$ cat src/rtl/prime_generator.sv
// prime_generator: walks candidates 2..limit, tests each by trial division
// (repeated subtraction, one step per cycle) and offers every prime found on
// a valid/ready output. A run is started by a pulse on start.
module prime_generator #(
    parameter int WIDTH = 8
) (
    input  logic             clk,
    input  logic             rst,
    input  logic             start,
    input  logic [WIDTH-1:0] limit,
    input  logic             ready,
    output logic [WIDTH-1:0] prime,
    output logic             valid,
    output logic             busy,
    output logic             done,
    output logic [WIDTH-1:0] count
);

    typedef enum logic [2:0] {
        S_IDLE,
        S_INIT,
        S_CHECK,
        S_MOD,
        S_EMIT,
        S_ADVANCE,
        S_DONE
    } state_t;

    state_t           state_q, state_d;
    logic [WIDTH-1:0] lim_q, lim_d;
    logic [WIDTH-1:0] cand_q, cand_d;
    logic [WIDTH-1:0] div_q, div_d;
    logic [WIDTH-1:0] rem_q, rem_d;
    logic [WIDTH-1:0] prime_q, prime_d;
    logic             valid_q, valid_d;
    logic             busy_q, busy_d;
    logic             done_q, done_d;
    logic [WIDTH-1:0] count_q, count_d;

    // Square of the divisor is formed at double width so it can never overflow
    // while being compared against the candidate.
    logic [2*WIDTH-1:0] div_ext;
    logic [2*WIDTH-1:0] cand_ext;
    logic [2*WIDTH-1:0] div_sq;

    assign div_ext  = {{WIDTH{1'b0}}, div_q};
    assign cand_ext = {{WIDTH{1'b0}}, cand_q};
    assign div_sq   = div_ext * div_ext;

    // Next-state and next-output computation for the whole controller.
    always_comb begin
        state_d = state_q;
        lim_d   = lim_q;
        cand_d  = cand_q;
        div_d   = div_q;
        rem_d   = rem_q;
        prime_d = prime_q;
        valid_d = valid_q;
        busy_d  = busy_q;
        done_d  = done_q;
        count_d = count_q;
        case (state_q)
            S_IDLE, S_DONE: begin
                if (start) begin
                    lim_d   = limit;
                    count_d = '0;
                    done_d  = 1'b0;
                    busy_d  = 1'b1;
                    cand_d  = WIDTH'(2);
                    state_d = S_INIT;
                end
            end
            S_INIT: begin
                if (lim_q < WIDTH'(2)) begin
                    done_d  = 1'b1;
                    busy_d  = 1'b0;
                    state_d = S_DONE;
                end else begin
                    div_d   = WIDTH'(2);
                    rem_d   = cand_q;
                    state_d = S_CHECK;
                end
            end
            S_CHECK: begin
                // No divisor up to sqrt(candidate) divided it: it is prime.
                if (div_sq > cand_ext) begin
                    prime_d = cand_q;
                    valid_d = 1'b1;
                    state_d = S_EMIT;
                end else begin
                    rem_d   = cand_q;
                    state_d = S_MOD;
                end
            end
            S_MOD: begin
                if (rem_q >= div_q) begin
                    rem_d = rem_q - div_q;
                end else if (rem_q == '0) begin
                    state_d = S_ADVANCE;
                end else begin
                    div_d   = div_q + WIDTH'(1);
                    state_d = S_CHECK;
                end
            end
            S_EMIT: begin
                if (valid_q && ready) begin
                    valid_d = 1'b0;
                    count_d = count_q + WIDTH'(1);
                    state_d = S_ADVANCE;
                end
            end
            S_ADVANCE: begin
                // Stop on equality so the candidate never has to step past
                // limit, which keeps limit = all-ones from wrapping.
                if (cand_q == lim_q) begin
                    done_d  = 1'b1;
                    busy_d  = 1'b0;
                    state_d = S_DONE;
                end else begin
                    cand_d  = cand_q + WIDTH'(1);
                    div_d   = WIDTH'(2);
                    state_d = S_CHECK;
                end
            end
            default: begin
                state_d = S_IDLE;
            end
        endcase
    end

    // State and output registers; reset aborts any run immediately.
    always_ff @(posedge clk or posedge rst) begin
        if (rst) begin
            state_q <= S_IDLE;
            lim_q   <= '0;
            cand_q  <= '0;
            div_q   <= '0;
            rem_q   <= '0;
            prime_q <= '0;
            valid_q <= 1'b0;
            busy_q  <= 1'b0;
            done_q  <= 1'b0;
            count_q <= '0;
        end else begin
            state_q <= state_d;
            lim_q   <= lim_d;
            cand_q  <= cand_d;
            div_q   <= div_d;
            rem_q   <= rem_d;
            prime_q <= prime_d;
            valid_q <= valid_d;
            busy_q  <= busy_d;
            done_q  <= done_d;
            count_q <= count_d;
        end
    end

    assign prime = prime_q;
    assign valid = valid_q;
    assign busy  = busy_q;
    assign done  = done_q;
    assign count = count_q;

endmodule

$ cat config.mk
export PLATFORM = sky130hd
export DESIGN_NAME = prime_generator
export DESIGN_NICKNAME = d
export VERILOG_FILES = /design/src/rtl/prime_generator.sv
export SDC_FILE = /design/constraint.sdc
export NUM_CORES = 1
export LEC_CHECK = 0
export CORE_MARGIN = 8
export CORE_UTILIZATION = 30
export CTS_CLUSTER_DIAMETER = 40
export DETAILED_ROUTE_END_ITERATION = 16
export PLACE_DENSITY_LB_ADDON = 0.25
export SYNTH_ARGS = -nofsm -noshare
export SYNTH_HDL_FRONTEND = slang
export SYNTH_SLANG_ARGS = --single-unit
$ cat constraint.sdc
create_clock -name clk -period 8.14 [get_ports clk]
set_clock_uncertainty 0.15 [all_clocks]
set_input_delay 0.814 -clock clk [delete_from_list [all_inputs] [get_ports clk]]
set_output_delay 0.814 -clock clk [all_outputs]
set_load 0.02 [all_outputs]
==> results.cfg, run 1 <==
[finish]
register_area_um2 = 1350
final_nets = 638
finalNonFillerCells = 768
n_antenna_cell = 0
area_growth_pct = 14.3
drive_gt1_frac = 0.0580
multi_input_area_um2 = 3170
filler_cell_count = 1674

[routing]
ant_nets = 0
drt_iter0_drc = 281
drc_errors = 0
wl_mm = 11.5
num_vias = 3803
wl_per_cell_um = 14.9
via_per_inst = 4.95
drtPass1Iterations = 5

[setup_path]
slowest_delay_ns = 0.62
path_class = flip-flop to flip-flop
critPathArrivalTime_ns = 6.43
crit_fanout = 9
critPathSlowestCell = a2111oi_4
cpMostUsedCell = fa_1
endpoint_kind = flip-flop
critPathRequiredTime_ns = 8.17
critical_path.startpoint_type = flip-flop
path_cells = clkinv_1 -> nor2_1 -> fa_1 -> fa_1 -> inv_1 -> fa_1 -> fa_1 -> inv_1 -> ha_1 -> a21oi_1 -> o211ai_1 -> a21oi_1 -> xor2_1 -> nand4_1 -> a2111oi_4 -> nand2b_1 -> mux2_1

[synthesis]
synth.distinct_cells = 55
ys_ff_latch = 54
synthArstFlopShare = 1.00
netlist.area_leader.share = 0.281
avgSynthCellArea_um2 = 9.15
synth-seq-area-share = 0.281
synth_nets = 613
syn-cell-area_um2 = 4810
synth_top_cell_by_area = dfrtp_1
synth-edff-count = 0
yosys_warnings = 0
ys.flop_type = dfrtp_1
synth_area_leaders = dfrtp_1 (28%), ha_1 (13%), fa_1 (11%)
syn_inst = 526

[placement]
dp.cells = 760
io_buffers = 30
hpwlAfterDp_mm = 9.21
gp_congestion = 0.821
dp_slack_ns = 1.79

[clock_tree]
cts_hold_buf = 0
postCtsSetupRepairBufs = 0
cts_sinks = 54
cts.reportedPaths.clkPinSlew_ns = 0.07
cts.htree.levels = 2
cts_tree = done
clk_latency_ns = 0.30
root_buffer = clkbuf_16
numCtsBuffers = 5
clock_path_buffers = 2
cts_resized = 0

[global_route]
grt_overflow = 0
grt_use_total = 0.116
antenna_found_initial = 0
grt_first_pass_wirelength_mm = 19.0
first_global_vias = 3731
grt_max_degree = 55

[sta]
period_share = 0.787
setup_viol_count_final = 0
fin_crit_ns = 6.40
setup_ws_ns = 1.74
rsz0062_at_grt = false
hold-worst-slack_ns = 0.356
fmax_mhz = 156
fin_tns_setup_ns = 0
tightest_slew_ns = 1.06
hold_violations = 0
slew_viol_final = 0
slew_headroom = 0.290

[die]
die_h_um = 143
coreArea_um2 = 15800
pin_count = 31
die_width_um = 143
dieArea_um2 = 20400
rows = 46
start_util = 0.305

[power_and_ir_drop]
power_uw = 1470
p_per_area_nw_per_um2 = 268
ir_drop_mv = 0.108
p_leak_uw = 0.00254

[status]
status = finished, final reports clean

[min_path]
hp-class = flip-flop to flip-flop

[run]
maxCapViolCount = 0
## layout by cell type (no fill, tap or decap), types with 5 or more instances in the layout
cell type	instances
nor2_1	62
inv_1	60
dfrtp_1	54
ha_1	49
nand2_1	41
clkdlybuf4s50_1	30
xnor2_1	28
fa_1	26
a21oi_1	23
o21ai_0	18
nand4_1	13
mux2_2	13
nand3_1	11
xor2_1	11
mux2_1	10
nor3_1	9
o211ai_1	6
mux2i_1	5
clkbuf_16	5
## synth_stat cells (all sizes together) (3+ instances only)
| master | n |
|---|---|
| dfrtp | 54 |
| nor2 | 62 |
| or3 | 3 |
| nor3 | 9 |
| mux2i | 5 |
| o22ai | 3 |
| nand2 | 41 |
| nor2b | 3 |
| buf | 3 |
| clkinv | 4 |
| xor2 | 11 |
| ha | 49 |
| a211oi | 4 |
| nor4 | 4 |
| fa | 26 |
| a21boi | 3 |
| clkbuf | 11 |
| xnor2 | 28 |
| a2bb2oi | 3 |
| nand4 | 13 |
| inv | 61 |
| a21o | 3 |
| o211ai | 6 |
| nand3 | 11 |
| mux2 | 23 |
| a31oi | 4 |
| o21ai | 18 |
| a21oi | 23 |
## critical path, delay by kind of cell (launching register included)
| kind | cells | cell delay [ns] |
|---|---|---|
| fa+ha+maj | 5 | 2.38 |
| compound gates | 4 | 1.53 |
| buf+inv | 3 | 0.42 |
| flops | 1 | 0.42 |
| xor+xnor | 1 | 0.16 |
| mux | 1 | 0.37 |
| simple gates | 3 | 0.87 |
## sequential cells by signal, indices dropped and copies added, names as in the netlist
register  flops
cand_q        8
count         8
div_q         8
lim_q         8
prime         8
rem_q         8
state_q       3
busy          1
done          1
valid         1
## power by group
part / internal [uW] / switching [uW] / leakage [uW] / total, uW
clock: 124 / 101 / 0.0000735 / 225
sequential: 342 / 105 / 0.000702 / 447
combinational: 352 / 449 / 0.00176 / 801
## worst paths after layout
path	to	start	slack, ns	cells past startpoint
max in group asynchronous	rem_q[5]	rst	6.50	3
worst min-delay path	prime[6]	prime[6]	0.36	1
worst min register to register	prime[6]	prime[6]	0.36	1
min in group asynchronous	valid	rst	0.87	3
worst max-delay path	prime[3]	div_q[5]	1.74	17
worst max register to register	prime[3]	div_q[5]	1.74	17
## routing by layer
layer / up-vias / part of all wire / global-route usage
met5: - / 0 / 0
met4: 0 / 0.0084 / 0.0263
met3: 9 / 0.053 / 0.0200
met2: 90 / 0.48 / 0.194
met1: 1851 / 0.46 / 0.154
li1: 1853 / - / -
## through the flow
stage / area [um2] / utilization
6_report: 5500 / 0.349
5_1_grt: 5500 / 0.349
4_1_cts: 5500 / 0.349
3_5_place_dp: 5350 / 0.339
3_3_place_gp: 5350 / 0.339
2_1_floorplan: 4810 / -
## logic make-up (layout without fill, tap and decap cells)
kind of cell | Yosys count | count (layout) | synth area share
simple gates | 163 | 163 | 0.157
compound gates | 88 | 88 | 0.129
buf+inv | 79 | 105 | 0.0624
fa+ha+maj | 75 | 75 | 0.236
flops | 54 | 54 | 0.281
xor+xnor | 39 | 39 | 0.0710
mux | 28 | 28 | 0.0642
## area by class of cell
| cell class | count | area share |
|---|---|---|
| clock inverters | 2 | 0.00296 |
| inverters | 65 | 0.0443 |
| clock buffers | 6 | 0.0252 |
| well taps | 216 | 0.0491 |
| multi-input cells | 393 | 0.576 |
| repair buffers | 32 | 0.0573 |
| flip-flops and latches | 54 | 0.246 |
No activity file was read; power rests on OpenSTA's default activity.
==> run 2: changes to the inputs <==
==> constraint.sdc (replaced) <==
create_clock -name clk -period 6.6 [get_ports clk]
set_clock_uncertainty 0.15 [all_clocks]
set_input_delay 0.66 -clock clk [delete_from_list [all_inputs] [get_ports clk]]
set_output_delay 0.66 -clock clk [all_outputs]
set_load 0.02 [all_outputs]
==> run 2 against run 1 <==
Register-to-register slack worse by 1.3 ns. Via count is 0.45% lower. Sequential share of layout area is 0.083 points lower. Combinational power is 23% higher. Final area is 0.34% higher. Core utilization is 0.12 points higher. Setup slack worse by 1.3 ns. Global-route usage is 0.17 points higher. Fmax is 4.3% higher. Final cell count is 0.26% higher.
==> results.cfg, run 2 (synthesized netlist as in run 1, its figures left out) <==
[status]
status = finished, final reports clean

[setup_path]
critPathRequiredTime_ns = 6.64
cp_num_buf_inv = 3
crit_fanout = 9
slowest_delay_ns = 0.59
endpoint_kind = flip-flop
critical_path.startpoint_type = flip-flop
path_cells = clkinv_1 -> nor2_1 -> fa_1 -> fa_1 -> fa_1 -> inv_1 -> fa_1 -> inv_1 -> ha_1 -> a21oi_1 -> o211ai_1 -> a21oi_1 -> xor2_1 -> nand4_1 -> a2111oi_4 -> nand2b_2 -> mux2_1
cpMostUsedCell = fa_1
reg2reg_from = div_q[6]
critPathSlowestCell = a2111oi_4
reg2reg_slack_ns = 0.46
r2r_end = prime[1]
reg2reg_depth = 17
path_class = flip-flop to flip-flop
critPathArrivalTime_ns = 6.18
cp_top_family = adder cells

[die]
die_h_um = 143
coreArea_um2 = 15800
die_width_um = 143
dieArea_um2 = 20400
pin_count = 31
start_util = 0.305
rows = 46

[finish]
filler_cell_count = 1662
final_common_cell = nor2_1
final_nets = 640
register_area_um2 = 1350
most-common-layout-cells = nor2_1 (62), inv_1 (60), dfrtp_1 (54)
multi_input_area_um2 = 3170
area_growth_pct = 14.7
n_antenna_cell = 0
finalNonFillerCells = 770
final_cell_area_um2 = 5520
drive_gt1_frac = 0.0632

[clock_tree]
cts_hold_buf = 0
cts.reportedPaths.clkPinSlew_ns = 0.07
clk_latency_ns = 0.30
cts_sinks = 54
root_buffer = clkbuf_16
postCtsSetupRepairBufs = 0
cts.htree.levels = 2
numCtsBuffers = 5
cts_tree = done
clock_path_buffers = 2

[sta]
fin_tns_setup_ns = 0
fin_crit_ns = 6.14
slew_viol_final = 0
hold-worst-slack_ns = 0.352
setup_viol_count_final = 0
hold_violations = 0
tightest_slew_ns = 0.991
rsz0062_at_grt = false
period_share = 0.930
slew_headroom = 0.336
fmax_mhz = 163
setup_ws_ns = 0.464

[routing]
num_vias = 3786
wl_per_cell_um = 14.9
via_per_inst = 4.92
ant_nets = 0
drtPass1Iterations = 4
wl_mm = 11.5
drt_iter0_drc = 172
drc_errors = 0

[power_and_ir_drop]
ir_drop_mv = 0.133
p_per_area_nw_per_um2 = 328
p_switching_uw = 800
internal_power_uw = 1010
p_seq_frac = 0.301
combPwrFrac = 0.543
switching_share = 0.441
clockPowerShare = 0.156
p_leak_uw = 0.00255

[placement]
hpwlAfterDp_mm = 9.24
dp_slack_ns = 0.379
dp.cells = 762
gp_congestion = 0.826
placed_area_um2 = 5360
io_buffers = 30

[min_path]
hp-class = flip-flop to flip-flop
hold_depth = 1
worstHoldEndpoint = prime[7]
min_from = prime[7]

[global_route]
first_global_vias = 3721
grt_use_total = 0.118
grt_overflow = 0
antenna_found_initial = 0
grt_first_pass_wirelength_mm = 19.2
grt_max_degree = 55

[run]
maxCapViolCount = 0
==> run 2: worst max path at each step <==
stage          slack (ns)       end  cells after the start  startpoint
2_1_floorplan        0.96  prime[0]                     19    div_q[5]
3_3_place_gp         0.49  prime[4]                     17    div_q[6]
3_5_place_dp         0.38  prime[0]                     17    div_q[6]
4_1_cts              0.35  prime[1]                     17    div_q[6]
5_1_grt              0.04  prime[2]                     17    div_q[6]
6_report             0.46  prime[1]                     17    div_q[6]
==> run 2: what timing repair did <==
action / 4_1_cts / 5_1_grt
endpoints found under the setup margin: 0 / 8
hold endpoints to repair: 0 / 0
resized for setup: 0 / 1
==> run 2: power by group through the flow <==
stage                     Sequential, uW  Clock [uW]  Combinational [uW]
after floorplan                      518           0                 745
after global placement               552           0                 963
after detailed placement             552           0                 981
after CTS                            547         294                 988
after global routing                 565         304                1100
final                                546         283                 984
==> run 2: through the flow <==
step           utilization  total power, uW
2_1_floorplan            -             1260
6_report             0.350             1810
5_1_grt              0.350             1970
4_1_cts              0.350             1830
3_5_place_dp         0.340             1530
3_3_place_gp         0.340             1510
==> run 2: cell type report <==
| class | instances | area share |
|---|---|---|
| multi-input combinational | 393 | 0.574 |
| sequential | 54 | 0.245 |
| timing repair buffer | 34 | 0.0598 |
| tap | 216 | 0.0489 |
| inverter | 65 | 0.0442 |
| clock buffer | 6 | 0.0251 |
| clock inverter | 2 | 0.00317 |
==> run 2: metal layers <==
metal	GRT usage	up-vias	routed length, um
met5	0	-	0
li1	-	1858	-
met3	0.0214	10	699
met1	0.158	1828	5330
met2	0.188	90	5260
met4	0.0391	0	187
==> run 3: changes to the inputs <==
--- a/config.mk
+++ b/config.mk
@@ -8,7 +8,10 @@
 export CORE_MARGIN = 8
 export CORE_UTILIZATION = 30
 export CTS_CLUSTER_DIAMETER = 40
+export CTS_CLUSTER_SIZE = 25
 export DETAILED_ROUTE_END_ITERATION = 16
+export DONT_BUFFER_PORTS = 1
+export HOLD_SLACK_MARGIN = 0.05
 export PLACE_DENSITY_LB_ADDON = 0.25
 export SYNTH_ARGS = -nofsm -noshare
 export SYNTH_HDL_FRONTEND = slang
==> run 3 against run 2 <==
Final cell count shrank 3.9%. Sequential cell count is the same. Die area is the same. Register-to-register slack lost 0.02 ns. Worst hold slack lost 0.082 ns. Count of clock-buffer cells in the layout shrank 1. Final area shrank 5.5%. Critical path type unchanged. Critical endpoint is now prime[3].
==> results.cfg, run 3 (synthesized netlist as in run 1, its figures left out) <==
[sta]
rsz0062_at_grt = false
fin_tns_setup_ns = 0
fmax_mhz = 162
fin_crit_ns = 6.15
period_share = 0.933
slew_headroom = 0.243
tightest_slew_ns = 1.13
setup_viol_count_final = 0
slew_viol_final = 0
hold_violations = 0

[die]
rows = 46
start_util = 0.305
coreArea_um2 = 15800
die_h_um = 143
pin_count = 31
die_width_um = 143
dieArea_um2 = 20400

[setup_path]
cp_num_buf_inv = 3
critPathRequiredTime_ns = 6.64
r2r_end = prime[3]
path_cells = inv_1 -> nor2_1 -> fa_1 -> fa_1 -> fa_1 -> inv_1 -> fa_1 -> inv_1 -> ha_1 -> a21oi_1 -> o211ai_1 -> a21oi_1 -> xor2_1 -> nand4_1 -> a2111oi_4 -> nand2b_2 -> mux2_1
reg2reg_depth = 17
crit_fanout = 9
cpMostUsedCell = fa_1
reg2reg_from = div_q[2]
critPathArrivalTime_ns = 6.19
cp_top_family = adder cells
reg2reg_slack_ns = 0.45
slowest_delay_ns = 0.56
endpoint_kind = flip-flop
path_class = flip-flop to flip-flop
critical_path.startpoint_type = flip-flop
critPathSlowestCell = a2111oi_4

[routing]
wl_mm = 11.5
via_per_inst = 4.96
drc_errors = 0
wl_per_cell_um = 15.6
num_vias = 3670
ant_nets = 0
drt_iter0_drc = 171
drtPass1Iterations = 4

[power_and_ir_drop]
clockPowerShare = 0.161
p_leak_uw = 0.00244
p_per_area_nw_per_um2 = 338
combPwrFrac = 0.509
switching_share = 0.455
p_switching_uw = 804
ir_drop_mv = 0.162
internal_power_uw = 962
p_seq_frac = 0.330

[placement]
gp_congestion = 0.832
placed_area_um2 = 5060
hpwlAfterDp_mm = 9.23
io_buffers = 0

[clock_tree]
cts.reportedPaths.clkPinSlew_ns = 0.08
cts.htree.levels = 2
clock_path_buffers = 2
clk_latency_ns = 0.30
cts_resized = 0
root_buffer = clkbuf_16
cts_tree = done
postCtsSetupRepairBufs = 0
numCtsBuffers = 5
cts_sinks = 54
cts_hold_buf = 0

[global_route]
first_global_vias = 3667
grt_overflow = 0
grt_first_pass_wirelength_mm = 19.1
antenna_found_initial = 0
grt_use_total = 0.118
grt_max_degree = 55

[min_path]
hp-class = primary input to async pin

[status]
status = finished, final reports clean

[finish]
most-common-layout-cells = nor2_1 (62), inv_1 (60), dfrtp_1 (54)
final_cell_area_um2 = 5220
final_common_cell = nor2_1
drive_gt1_frac = 0.0668
n_antenna_cell = 0
area_growth_pct = 8.45
final_nets = 610

[run]
maxCapViolCount = 0
-- run 3: how the worst max path moves through the flow --
stage / start / endpoint / slack [ns] / cells after the start
finish: div_q[2] / prime[3] / 0.45 / 17
global route: div_q[6] / prime[7] / 0.00008 / 17
CTS: div_q[6] / prime[3] / 0.30 / 17
detailed placement: div_q[6] / prime[3] / 0.33 / 17
global placement: div_q[2] / prime[4] / 0.45 / 17
floorplan: div_q[5] / prime[0] / 0.96 / 19
-- run 3: layout make-up --
type / instances / area (um2)
clock buffer: 5 / 125
clock inverter: 3 / 28.8
fill: 1675 / 10600
inverter: 65 / 244
multi-input combinational: 393 / 3170
sequential: 54 / 1350
tap: 216 / 270
timing repair buffer: 4 / 30.0
-- run 3: worst reg2reg max path, cell delays in order, from the launching register on --
cell,delay [ns]
dfrtp_1,0.47
inv_1,0.21
nor2_1,0.28
fa_1,0.49
fa_1,0.46
fa_1,0.51
inv_1,0.05
fa_1,0.53
inv_1,0.04
ha_1,0.40
a21oi_1,0.44
o211ai_1,0.19
a21oi_1,0.19
xor2_1,0.18
nand4_1,0.17
a2111oi_4,0.56
nand2b_2,0.35
mux2_1,0.35
-- run 3: per-layer routing --
layer | up-vias | wire, um | track usage
met2 | 69 | 5400 | 0.194
met3 | 6 | 579 | 0.0254
met1 | 1795 | 5470 | 0.154
met4 | 0 | 92 | 0.0268
li1 | 1800 | - | -
met5 | - | 0 | 0
-- run 3: metrics by stage --
step	power [uW]	hold slack [ns]	util	instances	worst slack, ns
after floorplan	1260	0.332	-	526	0.963
after global placement	1470	0.364	0.321	732	0.447
after detailed placement	1490	0.371	0.321	732	0.327
after CTS	1780	0.321	0.331	740	0.296
after global routing	1920	0.351	0.331	740	0.0000764
final	1770	0.270	0.331	740	0.445
-- run 3: power by group through the flow --
stage | clock network [uW] | registers (uW) | logic, uW
after floorplan | 0 | 518 | 745
after global placement | 0 | 587 | 881
after detailed placement | 0 | 589 | 900
after CTS | 293 | 583 | 906
after global routing | 307 | 601 | 1010
final | 284 | 583 | 899
